### src/rtl/seg_disp_pkg.sv
// Shared constants, FSM encoding and helpers for the 7-segment display scheduler.
// Pure declarations: no state, no latency.
package seg_disp_pkg;

    localparam int DATA_W     = 10;
    localparam int BCD_DIGITS = 4;
    localparam int BCD_W      = 4 * BCD_DIGITS;

    localparam logic [3:0] ANODE_D0  = 4'b1110;
    localparam logic [3:0] ANODE_D1  = 4'b1101;
    localparam logic [3:0] ANODE_D2  = 4'b1011;
    localparam logic [3:0] ANODE_D3  = 4'b0111;
    localparam logic [3:0] ANODE_OFF = 4'b1111;

    typedef enum logic [1:0] {
        SAMPLE = 2'd0,
        SHIFT  = 2'd1,
        DONE   = 2'd2
    } conv_state_t;

    // Double-dabble correction: every nibble of 5 or more gets +3 before the shift.
    function automatic logic [BCD_W-1:0] dd_adjust(input logic [BCD_W-1:0] bcd);
        logic [BCD_W-1:0] res;
        res = bcd;
        for (int i = 0; i < BCD_DIGITS; i++) begin
            if (bcd[4*i +: 4] >= 4'd5) begin
                res[4*i +: 4] = bcd[4*i +: 4] + 4'd3;
            end
        end
        return res;
    endfunction

    function automatic logic [3:0] anode_for(input logic [1:0] sel);
        logic [3:0] res;
        case (sel)
            2'd0:    res = ANODE_D0;
            2'd1:    res = ANODE_D1;
            2'd2:    res = ANODE_D2;
            default: res = ANODE_D3;
        endcase
        return res;
    endfunction

    // A slot above units is a leading zero when it and every higher digit are zero.
    function automatic logic leading_zero(input logic [BCD_W-1:0] bcd, input logic [1:0] sel);
        logic res;
        res = (sel != 2'd0);
        for (int i = 0; i < BCD_DIGITS; i++) begin
            if (i >= int'(sel) && bcd[4*i +: 4] != 4'd0) begin
                res = 1'b0;
            end
        end
        return res;
    endfunction

endpackage

### src/rtl/seg_display_scheduler_if.sv
// Source-select inputs and multiplexed display outputs of the scheduler.
// master = board/stimulus side, slave = the scheduler itself.
interface seg_display_scheduler_if;
    import seg_disp_pkg::*;

    logic              control;
    logic [7:0]        frecuencia;
    logic [DATA_W-1:0] corriente;
    logic              blank;
    logic [3:0]        digito;
    logic [1:0]        digit_sel;
    logic [3:0]        bcd_digit;
    logic              digit_on;
    logic              frame_start;
    logic              bcd_valid;

    modport master (
        output control, frecuencia, corriente, blank,
        input  digito, digit_sel, bcd_digit, digit_on, frame_start, bcd_valid
    );

    modport slave (
        input  control, frecuencia, corriente, blank,
        output digito, digit_sel, bcd_digit, digit_on, frame_start, bcd_valid
    );

endinterface

### src/rtl/seg_display_scheduler_bin2bcd_seq.sv
// Iterative double-dabble: 1 cycle SAMPLE + 10 cycles SHIFT, then DONE holds the result.
// i_start at any time forces SAMPLE on the next cycle, aborting a conversion in flight.
module bin2bcd_seq
    import seg_disp_pkg::*;
(
    input  logic              clk_d,
    input  logic              reset,
    input  logic              i_start,
    input  logic [DATA_W-1:0] i_bin,
    output logic [BCD_W-1:0]  o_bcd,
    output logic              o_done
);

    conv_state_t       r_state;
    conv_state_t       w_state_nxt;
    logic [DATA_W-1:0] r_bin;
    logic [BCD_W-1:0]  r_bcd;
    logic [3:0]        r_iter;
    logic [BCD_W-1:0]  w_adj;
    logic              w_last;

    assign w_adj  = dd_adjust(r_bcd);
    assign w_last = (r_iter == 4'(DATA_W - 1));

    always_ff @(posedge clk_d) begin
        if (reset) begin
            r_state <= SAMPLE;
        end else begin
            r_state <= w_state_nxt;
        end
    end

    always_comb begin
        w_state_nxt = r_state;
        if (i_start) begin
            w_state_nxt = SAMPLE;
        end else begin
            case (r_state)
                SAMPLE:  w_state_nxt = SHIFT;
                SHIFT:   w_state_nxt = w_last ? DONE : SHIFT;
                DONE:    w_state_nxt = DONE;
                default: w_state_nxt = SAMPLE;
            endcase
        end
    end

    always_ff @(posedge clk_d) begin
        if (reset) begin
            r_bin  <= '0;
            r_bcd  <= '0;
            r_iter <= '0;
        end else begin
            case (r_state)
                SAMPLE: begin
                    r_bin  <= i_bin;
                    r_bcd  <= '0;
                    r_iter <= '0;
                end
                SHIFT: begin
                    {r_bcd, r_bin} <= {w_adj[BCD_W-2:0], r_bin, 1'b0};
                    r_iter         <= r_iter + 4'd1;
                end
                default: ;
            endcase
        end
    end

    assign o_bcd  = r_bcd;
    assign o_done = (r_state == DONE);

endmodule

### src/rtl/seg_display_scheduler.sv
// Scans four 7-segment digits, one slot per SCAN_DIV cycles; value sampled at frame N shows at frame N+1.
// All outputs registered; anode/digit outputs change on the same edge as digit_sel. No backpressure.
module seg_display_scheduler
    import seg_disp_pkg::*;
#(
    parameter int SCAN_DIV = 16
) (
    input  logic                    clk_d,
    input  logic                    reset,
    seg_display_scheduler_if.slave  bus
);

    logic [15:0]       r_tick;
    logic [1:0]        r_digit_sel;
    logic [BCD_W-1:0]  r_disp_buf;
    logic              r_bcd_valid;
    logic              r_frame_start;
    logic              r_digit_on;
    logic [3:0]        r_digito;
    logic [3:0]        r_bcd_digit;

    logic              w_tc;
    logic              w_frame;
    logic              w_done;
    logic              w_load;
    logic              w_valid_nxt;
    logic              w_show;
    logic [1:0]        w_sel_nxt;
    logic [BCD_W-1:0]  w_bcd;
    logic [BCD_W-1:0]  w_buf_nxt;
    logic [DATA_W-1:0] w_src;

    assign w_src = bus.control ? {2'b00, bus.frecuencia} : bus.corriente;

    bin2bcd_seq u_bin2bcd (
        .clk_d   (clk_d),
        .reset   (reset),
        .i_start (w_frame),
        .i_bin   (w_src),
        .o_bcd   (w_bcd),
        .o_done  (w_done)
    );

    assign w_tc        = (r_tick == 16'(SCAN_DIV - 1));
    assign w_frame     = w_tc && (r_digit_sel == 2'd3);
    assign w_sel_nxt   = w_tc ? r_digit_sel + 2'd1 : r_digit_sel;
    assign w_load      = w_frame && w_done;
    assign w_buf_nxt   = w_load ? w_bcd : r_disp_buf;
    assign w_valid_nxt = r_bcd_valid | w_load;

    // Registered outputs are derived from next-cycle slot and buffer so they line up with digit_sel.
    assign w_show = w_valid_nxt && !bus.blank && !leading_zero(w_buf_nxt, w_sel_nxt);

    always_ff @(posedge clk_d) begin
        if (reset) begin
            r_tick        <= '0;
            r_digit_sel   <= '0;
            r_disp_buf    <= '0;
            r_bcd_valid   <= 1'b0;
            r_frame_start <= 1'b0;
            r_digit_on    <= 1'b0;
            r_digito      <= ANODE_OFF;
            r_bcd_digit   <= '0;
        end else begin
            r_tick        <= w_tc ? 16'd0 : r_tick + 16'd1;
            r_digit_sel   <= w_sel_nxt;
            r_disp_buf    <= w_buf_nxt;
            r_bcd_valid   <= w_valid_nxt;
            r_frame_start <= w_frame;
            r_digit_on    <= w_show;
            r_digito      <= w_show ? anode_for(w_sel_nxt) : ANODE_OFF;
            r_bcd_digit   <= w_buf_nxt[{w_sel_nxt, 2'b00} +: 4];
        end
    end

    assign bus.digito      = r_digito;
    assign bus.digit_sel   = r_digit_sel;
    assign bus.bcd_digit   = r_bcd_digit;
    assign bus.digit_on    = r_digit_on;
    assign bus.frame_start = r_frame_start;
    assign bus.bcd_valid   = r_bcd_valid;

endmodule

### src/flat_wrapper.sv
// flat-port wrapper written by rule: the top's interface ports become plain ports
module seg_display_scheduler_flat import seg_disp_pkg::*;
#(
    parameter int SCAN_DIV = 16
)
  (clk_d, reset, bus_control, bus_frecuencia, bus_corriente, bus_blank, bus_digito, bus_digit_sel, bus_bcd_digit, bus_digit_on, bus_frame_start, bus_bcd_valid);
  seg_display_scheduler_if bus_i ();
  input  logic clk_d;
  input  logic reset;
  input wire logic [$bits(bus_i.control)-1:0] bus_control;
  input wire logic [$bits(bus_i.frecuencia)-1:0] bus_frecuencia;
  input wire logic [$bits(bus_i.corriente)-1:0] bus_corriente;
  input wire logic [$bits(bus_i.blank)-1:0] bus_blank;
  output wire logic [$bits(bus_i.digito)-1:0] bus_digito;
  output wire logic [$bits(bus_i.digit_sel)-1:0] bus_digit_sel;
  output wire logic [$bits(bus_i.bcd_digit)-1:0] bus_bcd_digit;
  output wire logic [$bits(bus_i.digit_on)-1:0] bus_digit_on;
  output wire logic [$bits(bus_i.frame_start)-1:0] bus_frame_start;
  output wire logic [$bits(bus_i.bcd_valid)-1:0] bus_bcd_valid;
  assign bus_i.control = bus_control;
  assign bus_i.frecuencia = bus_frecuencia;
  assign bus_i.corriente = bus_corriente;
  assign bus_i.blank = bus_blank;
  assign bus_digito = bus_i.digito;
  assign bus_digit_sel = bus_i.digit_sel;
  assign bus_bcd_digit = bus_i.bcd_digit;
  assign bus_digit_on = bus_i.digit_on;
  assign bus_frame_start = bus_i.frame_start;
  assign bus_bcd_valid = bus_i.bcd_valid;
  seg_display_scheduler #(.SCAN_DIV(SCAN_DIV)) u_core (.clk_d(clk_d), .reset(reset), .bus(bus_i));
endmodule
### config.mk
export PLATFORM = sky130hd
export DESIGN_NAME = seg_display_scheduler_flat
export DESIGN_NICKNAME = d
export VERILOG_FILES = /design/src/rtl/seg_disp_pkg.sv /design/src/rtl/seg_display_scheduler_if.sv /design/src/rtl/seg_display_scheduler_bin2bcd_seq.sv /design/src/rtl/seg_display_scheduler.sv /design/src/flat_wrapper.sv
export SDC_FILE = /design/constraint.sdc
export NUM_CORES = 1
export LEC_CHECK = 0
export ABC_AREA = 1
export BUFFER_PORTS_ARGS = -buffer_cell sky130_fd_sc_hd__buf_2
export CORE_MARGIN = 4
export CORE_UTILIZATION = 53
export CTS_BUF_LIST = sky130_fd_sc_hd__clkbuf_16
export DETAILED_ROUTE_END_ITERATION = 16
export HOLD_SLACK_MARGIN = 0.1
export PLACE_DENSITY = 0.78
export SYNTH_ARGS = -nofsm -noshare
export SYNTH_HDL_FRONTEND = slang
export SYNTH_SLANG_ARGS = --single-unit
### constraint.sdc
create_clock -name clk_d -period 1.95 [get_ports clk_d]
set_clock_uncertainty 0.05 [all_clocks]
set_input_delay 0.39 -clock clk_d [delete_from_list [all_inputs] [get_ports clk_d]]
set_output_delay 0.39 -clock clk_d [all_outputs]
set_load 0.03 [all_outputs]
# == After elaboration in Yosys (flattened, before gate mapping) ==
# Index checks and enable logic that the tools add are counted.
# op_classes
addsub,7
magnitude_cmp,7
n_shift,1
n_eq_ne,7
reduce_logical,20
n_bitwise,2
n_mux,17
# op_table
op,n
16-bit case mux with 2 select lines,1
10-bit case mux with 2 select lines,1
"16-bit by 1-bit adder with 16-bit output, second input constant",1
"16-bit by 4-bit == test with 1-bit output, second input constant",1
"4-bit by 3-bit greater-or-equal comparator with 1-bit output, second input constant",4
16-bit two-way mux,1
4-bit nonzero test,4
16-bit by 5-bit indexed part select with 4-bit output,1
"4-bit by 2-bit adder with 4-bit output, second input constant",3
4-bit two-way mux,3
4-bit case mux with 3 select lines,1
10-bit two-way mux,1
4-bit case mux with 2 select lines,1
1-bit logical AND,7
"2-bit == test, second input constant",3
2-bit case mux with 3 select lines,1
2-bit OR reduction,3
"4-bit by 1-bit adder with 4-bit output, second input constant",1
"2-bit by 1-bit == test with 1-bit output, second input constant",2
"4-bit == test, second input constant",1
"1-bit by 2-bit greater-or-equal comparator with 1-bit output, first input constant",2
2-bit logical NOT,2
1-bit two-way mux,4
2-bit two-way mux,2
8 further kinds,10
# word_totals
in_bits,22
output_inout_bits,13
word_cells,73
regBits,77

# == Longest topological paths before layout ==
# logic_depth
depth_word,14
mapped_depth,13
depth_no_buf,13

# == Modules after synthesis ==
# From an unflattened synthesis, not the netlist that was laid out.
# hier_totals
hier_cells,529
area_unflattened_um2,3890.0
# modules_own_cells
mod,seq_area_each_um2,cells_per_inst,n_inst,area_per_inst_um2
seg_display_scheduler,900.9,282,1,2203.4
bin2bcd_seq,640.6,247,1,1686.6

# == Worst setup path before layout ==
# No wires, ideal clock.
# synth_timing
path_kind,register -> register
start,reg u_core.r_digit_sel[0] (netlist: u_core.bus.digit_sel[0])
end,reg u_core.r_digit_on (netlist: u_core.bus.digit_on)
setup_time_ns,0.109
synth_period_minus_slack_ns,1.863
path_stages_with_launch,11
path_slack_ns,0.087
t_arrival_ns,1.704
t_required_ns,1.791
cell_sequence,dfxtp_1 -> ha_1 -> inv_1 -> nor2_1 -> nand3_1 -> nand2_1 -> nand3_1 -> nor2_1 -> nand3_2 -> nand2_1 -> inv_1
# synth_via
elab_chain_len,12
elab_cells_between_ends,25
classes_between,add/sub: 1; order compare: 3; eq/ne: 1; mux: 6; bitwise: 1; reduce/logical: 13
# synth_rtl
element,line,rtl
from (decl),seg_display_scheduler.sv:14,logic [1:0] r_digit_sel;
from (signal assigned),seg_display_scheduler.sv:66,r_digit_sel <= w_sel_nxt;
branches (longest 11 deep; another with 2-bit by 1-bit adder with 2-bit output),--,
1-bit logical AND (*),seg_display_scheduler.sv:52,"assign w_show = w_valid_nxt && !bus.blank && !leading_zero(w_buf_nxt, w_sel_nxt);"
to (signal assigned),seg_display_scheduler.sv:70,r_digit_on <= w_show;
to (decl),seg_display_scheduler.sv:18,logic r_digit_on;
# Every way passes the cells marked *.
# A chain may end at the register's enable or synchronous reset.

# == Final worst setup path ==
# layout_timing
start,reg u_core.r_tick[9]
end,reg u_core.r_digit_on (netlist: u_core.bus.digit_on)
# layout_via
elab_chain_len,12
elab_cells_between_ends,24
classes_between,order compare: 3; eq/ne: 1; mux: 6; bitwise: 1; reduce/logical: 13
# layout_rtl
element,line,rtl
from (decl),seg_display_scheduler.sv:13,logic [15:0] r_tick;
from (signal assigned),seg_display_scheduler.sv:65,r_tick <= w_tc ? 16'd0 : r_tick + 16'd1;
16-bit by 4-bit == test with 1-bit output (*),seg_display_scheduler.sv:44,assign w_tc = (r_tick == 16'(SCAN_DIV - 1));
1-bit logical AND,seg_display_scheduler.sv:45,assign w_frame = w_tc && (r_digit_sel == 2'd3);
1-bit logical AND,seg_display_scheduler.sv:47,assign w_load = w_frame && w_done;
16-bit two-way mux,seg_display_scheduler.sv:48,assign w_buf_nxt = w_load ? w_bcd : r_disp_buf;
4-bit nonzero test,seg_disp_pkg.sv:49,if (i >= int'(sel) && bcd[4*i +: 4] != 4'd0) begin
1-bit logical AND,seg_disp_pkg.sv:49,
1-bit two-way mux (4 in series),seg_disp_pkg.sv:49,
1-bit logical NOT,seg_display_scheduler.sv:52,
1-bit logical AND (*),seg_display_scheduler.sv:52,
# Mark *: on every way between the ends. The rest lies on a longest branch, timed or not.

==> report_table.html <==
<table>
<tr><th>Metric</th><th>Value</th></tr>
<tr><th colspan="2">Placement</th></tr>
<tr><td>Placed Instance Area</td><td>0.00403 sq mm</td></tr>
<tr><td>Pre-CTS WS</td><td>-0.105 ns</td></tr>
<tr><td>Cell Count Post-Placement</td><td>632</td></tr>
<tr><td>Placer congestion estimate</td><td>0.813</td></tr>
<tr><td>Half-perimeter wire length after detailed placement</td><td>5280 um</td></tr>
<tr><td>Port Buffer Count</td><td>34</td></tr>
<tr><th colspan="2">Layout</th></tr>
<tr><td>Area of the multi-input gates</td><td>0.00203 sq mm</td></tr>
<tr><td>Commonest cells after routing, fill and taps aside</td><td>94 x nand2_1, 74 x dfxtp_1, 60 x inv_1, 60 x nor2_1, 47 x a21oi_1</td></tr>
<tr><td>Non-filler instance count after layout</td><td>663</td></tr>
<tr><td>Commonest non-fill, non-tap cell in the layout</td><td>nand2_1</td></tr>
<tr><td>Layout Area Growth over Synthesis</td><td>24.9%</td></tr>
<tr><td>Register Area</td><td>0.00155 sq mm</td></tr>
<tr><td>Post-route design area</td><td>0.00462 sq mm</td></tr>
<tr><td>Fillers</td><td>542</td></tr>
<tr><td>Fraction of layout instances using a drive strength above 1</td><td>24.5%</td></tr>
<tr><td>Antenna Diode Count</td><td>0</td></tr>
<tr><td>Final net count</td><td>597</td></tr>
<tr><th colspan="2">Timing</th></tr>
<tr><td>Max-slew violation count</td><td>0</td></tr>
<tr><td>RSZ-0062 raised after global routing</td><td>yes</td></tr>
<tr><td>Setup Viol. Count Final</td><td>6</td></tr>
<tr><td>PnR worst setup slack</td><td>-0.0828 ns</td></tr>
<tr><td>Worst hold margin</td><td>0.258 ns</td></tr>
<tr><td>Final worst path period share</td><td>104%</td></tr>
<tr><td>Hold Vio Cnt, Final</td><td>0</td></tr>
<tr><td>Highest attainable clock frequency</td><td>492 MHz</td></tr>
<tr><td>Shortest clock period the worst path allows after layout</td><td>2.03 ns</td></tr>
<tr><td>Worst slew margin relative to its limit</td><td>68.2%</td></tr>
<tr><td>Actual slew at the worst max-slew pin</td><td>0.476 ns</td></tr>
<tr><th colspan="2">Setup path</th></tr>
<tr><td>Worst setup path class</td><td>reg -&gt; reg</td></tr>
<tr><td>Element type at the critical path start</td><td>flop</td></tr>
<tr><td>Critical register-to-register path endpoint</td><td>u_core.bus.digit_on$_SDFF_PP0_</td></tr>
<tr><td>Critical path required time</td><td>2.13 ns</td></tr>
<tr><td>Max FO, Critical Path</td><td>10</td></tr>
<tr><td>Reg-to-reg startpoint</td><td>u_core.r_tick[9]$_SDFF_PP0_</td></tr>
<tr><td>Count of cells along the worst register-to-register path</td><td>12</td></tr>
<tr><td>Data arrival time at the worst-slack endpoint</td><td>2.21 ns</td></tr>
<tr><td>Critical Path End</td><td>u_core.bus.digit_on$_SDFF_PP0_</td></tr>
<tr><td>Element type at the critical path end</td><td>flop</td></tr>
<tr><td>R2r setup slk</td><td>-0.08 ns</td></tr>
<tr><td>Launch point of the worst path</td><td>u_core.r_tick[9]$_SDFF_PP0_</td></tr>
<tr><th colspan="2">Synthesis</th></tr>
<tr><td>Largest area contributor in the synthesized netlist</td><td>dfxtp_1</td></tr>
<tr><td>Number of instances in the synthesized netlist</td><td>504</td></tr>
<tr><td>Post-Syn Nets</td><td>538</td></tr>
<tr><td>Seq cells post-synth</td><td>77</td></tr>
<tr><td>Sequential share of the synthesized area</td><td>41.6%</td></tr>
<tr><td>Post-Synthesis Cell Area</td><td>0.00370 sq mm</td></tr>
<tr><td>Share of the synthesized area in the top cell type</td><td>41.6%</td></tr>
<tr><td>Distinct cells, synth</td><td>42</td></tr>
<tr><td>Mean Syn Cell Area</td><td>7.34 sq um</td></tr>
<tr><td>Top post-synthesis cells by area</td><td>dfxtp_1 42%, nand2_1 10%, nor2_1 6.8%</td></tr>
<tr><td>Number of warnings reported in the yosys synthesis log</td><td>0</td></tr>
<tr><th colspan="2">Die</th></tr>
<tr><td>Number of primary I/O pins</td><td>35</td></tr>
<tr><td>Area of the placeable core</td><td>0.00679 sq mm</td></tr>
<tr><td>Overall die width</td><td>91.6 um</td></tr>
<tr><td>Die area</td><td>0.00838 sq mm</td></tr>
<tr><td>Cell Rows</td><td>30</td></tr>
<tr><td>Starting utilization of the core area</td><td>54.5%</td></tr>
<tr><td>Vertical die dimension</td><td>91.6 um</td></tr>
<tr><th colspan="2">Clock tree</th></tr>
<tr><td>Longest Clk Path Bufs</td><td>2</td></tr>
<tr><td>Clock transition at path regs</td><td>0.06 ns</td></tr>
<tr><td>CTS tree</td><td>yes</td></tr>
<tr><td>Total clock sinks</td><td>77</td></tr>
<tr><td>Maximum level of the CTS H-tree</td><td>3</td></tr>
<tr><td>Num CTS Buffers</td><td>9</td></tr>
<tr><td>Clk Latency, worst-skew pair</td><td>0.33 ns</td></tr>
<tr><td>Root Driver</td><td>clkbuf_16</td></tr>
<tr><th colspan="2">Drt</th></tr>
<tr><td>Starting DRT DRC Count</td><td>158</td></tr>
<tr><td>Average detailed-routed wire length per instance</td><td>13.5 um</td></tr>
<tr><td>Number of vias per cell after detailed routing</td><td>5.33</td></tr>
<tr><td>Vias</td><td>3533</td></tr>
<tr><td>Wire length reported by the detailed router</td><td>8920 um</td></tr>
<tr><td>Antenna Violating Nets Remaining</td><td>0</td></tr>
<tr><td>First-pass DRT Iterations</td><td>5</td></tr>
<tr><td>Number of design rule violations left after detail routing</td><td>0</td></tr>
<tr><th colspan="2">Job</th></tr>
<tr><td>Max-capacitance violation count</td><td>0</td></tr>
<tr><th colspan="2">Power and ir drop</th></tr>
<tr><td>Post-route total power</td><td>0.00335 W</td></tr>
<tr><td>Leakage component of the power</td><td>1.85 nW</td></tr>
<tr><td>Power per cell area</td><td>724 mW/mm^2</td></tr>
<tr><td>Max rail drop VDD</td><td>405 uV</td></tr>
<tr><th colspan="2">Global routing</th></tr>
<tr><td>Number of global-route vias before repair</td><td>3140</td></tr>
<tr><td>Number of antenna violations at the first check in global routing</td><td>0</td></tr>
<tr><td>Pin count of the biggest net entering global routing</td><td>49</td></tr>
<tr><td>Overflow after GRT</td><td>0</td></tr>
<tr><td>First-pass GRT wire length</td><td>13500 um</td></tr>
<tr><td>Tot GR Track Use</td><td>19.6%</td></tr>
<tr><th colspan="2">Outcome</th></tr>
<tr><td>Failing checks</td><td>negative setup slack</td></tr>
<tr><td>Result of the run</td><td>complete, but fails checks</td></tr>
<tr><th colspan="2">Worst hold path</th></tr>
<tr><td>Cell count of the worst hold path</td><td>3</td></tr>
<tr><td>Path category of the worst min-delay check</td><td>in -&gt; reg</td></tr>
</table>
## how the worst min path moves through the flow
| stage | endpoint | start |
|---|---|---|
| final | u_core.u_bin2bcd.r_bin[1]$_SDFFE_PP0P_ | bus_frecuencia[1] |
| after floorplan | u_core.r_tick[0]$_SDFF_PP0_ | u_core.r_tick[0]$_SDFF_PP0_ |
| after global placement | u_core.u_bin2bcd.o_bcd[15]$_SDFFE_PP0P_ | u_core.u_bin2bcd.o_bcd[15]$_SDFFE_PP0P_ |
| after CTS | u_core.bus.frame_start$_SDFF_PP0_ | reset |
| after global routing | u_core.u_bin2bcd.r_bin[5]$_SDFFE_PP0P_ | bus_frecuencia[5] |
| after detailed placement | u_core.u_bin2bcd.r_bin[0]$_SDFFE_PP0P_ | u_core.u_bin2bcd.r_bin[0]$_SDFFE_PP0P_ |
## what timing repair did
item	in CTS	in global routing
buffers inserted	0	14
endpoints found under the setup margin	9	10
gates cloned	1	1
gates resized for setup	8	32
hold buffers	0	0
pin swaps	4	16
## through the flow
step                      TNS [ns]  utilization, %
after floorplan                  0               -
after global placement     -0.0492            59.3
after detailed placement    -0.357            59.3
after global routing         -1.28            68.0
after CTS                        0            64.0
final                       -0.190            68.0
## routing by layer
metal  vias to the layer above  global-route usage (%)  share of wire [%]
met1                      1615                    24.7                 44
met3                        21                    3.56                6.0
met4                         0                    8.92                2.4
met5                         -                       0                  0
met2                       134                    32.2                 48
li1                       1763                       -                  -
## Yosys cell counts (all sizes together)
cell     number
or2           1
o22ai         1
xnor2         2
xor2          5
a31o          1
o221ai        6
clkinv        2
clkbuf       11
a31oi         6
nand4         7
o21ai        26
a211oi        1
o211ai        1
nor3b         1
a21oi        47
nor3         11
inv          65
nand2       109
dfxtp        77
nand3        32
nor4          1
nor2         74
a2111oi       1
buf           3
o21a          1
ha           12
## cells by family (layout without fill, tap and decap cells)
kind of cell	count (synthesis)	count (layout)	share of synthesized area, %
buffers and inverters	81	142	8.55
adders and majority gates	12	12	4.06
DFF	77	77	41.6
AOI/OAI and AO/OA	91	91	14.3
and+or+nand+nor	236	238	29.6
xor gates and xnor gates	7	7	1.86
## state kept, by name, summed over array words and instances, names as in the netlist, 2 cells and up
| register | count |
|---|---|
| u_core.u_bin2bcd.o_bcd | 16 |
| u_core.u_bin2bcd.r_iter | 4 |
| u_core.bus.bcd_digit | 4 |
| u_core.r_disp_buf | 16 |
| u_core.bus.digito | 4 |
| u_core.bus.digit_sel | 2 |
| u_core.u_bin2bcd.r_bin | 10 |
| u_core.u_bin2bcd.r_state | 2 |
| u_core.r_tick | 16 |
## worst max-delay path, cell delays in order, from the launching register on
cell,delay (ns)
dfxtp_1,0.34
nor2_1,0.14
nand2_2,0.13
nor2_8,0.21
nand4_4,0.24
nand2_2,0.15
o21ai_2,0.09
inv_2,0.07
nand2_1,0.06
nor2_2,0.18
nand3_4,0.14
nand2_1,0.08
inv_1,0.03
## layout make-up
cell class,count,share of cell area (%)
sequential,77,33.4
inverter,67,5.49
tap,96,2.60
clock buffer,9,4.87
timing repair buffer,60,8.44
clock inverter,6,1.22
multi-input combinational,348,44.0
## where the power goes
part	internal [W]	switching [W]	leakage (nW)	total, W
Sequential	0.00160	0.0000191	0.625	0.00162
Clock	0.000971	0.000624	0.142	0.00159
Combinational	0.0000557	0.0000798	1.08	0.000135
Total	0.00263	0.000723	1.85	0.00335
No activity file was read; power rests on OpenSTA's default activity.
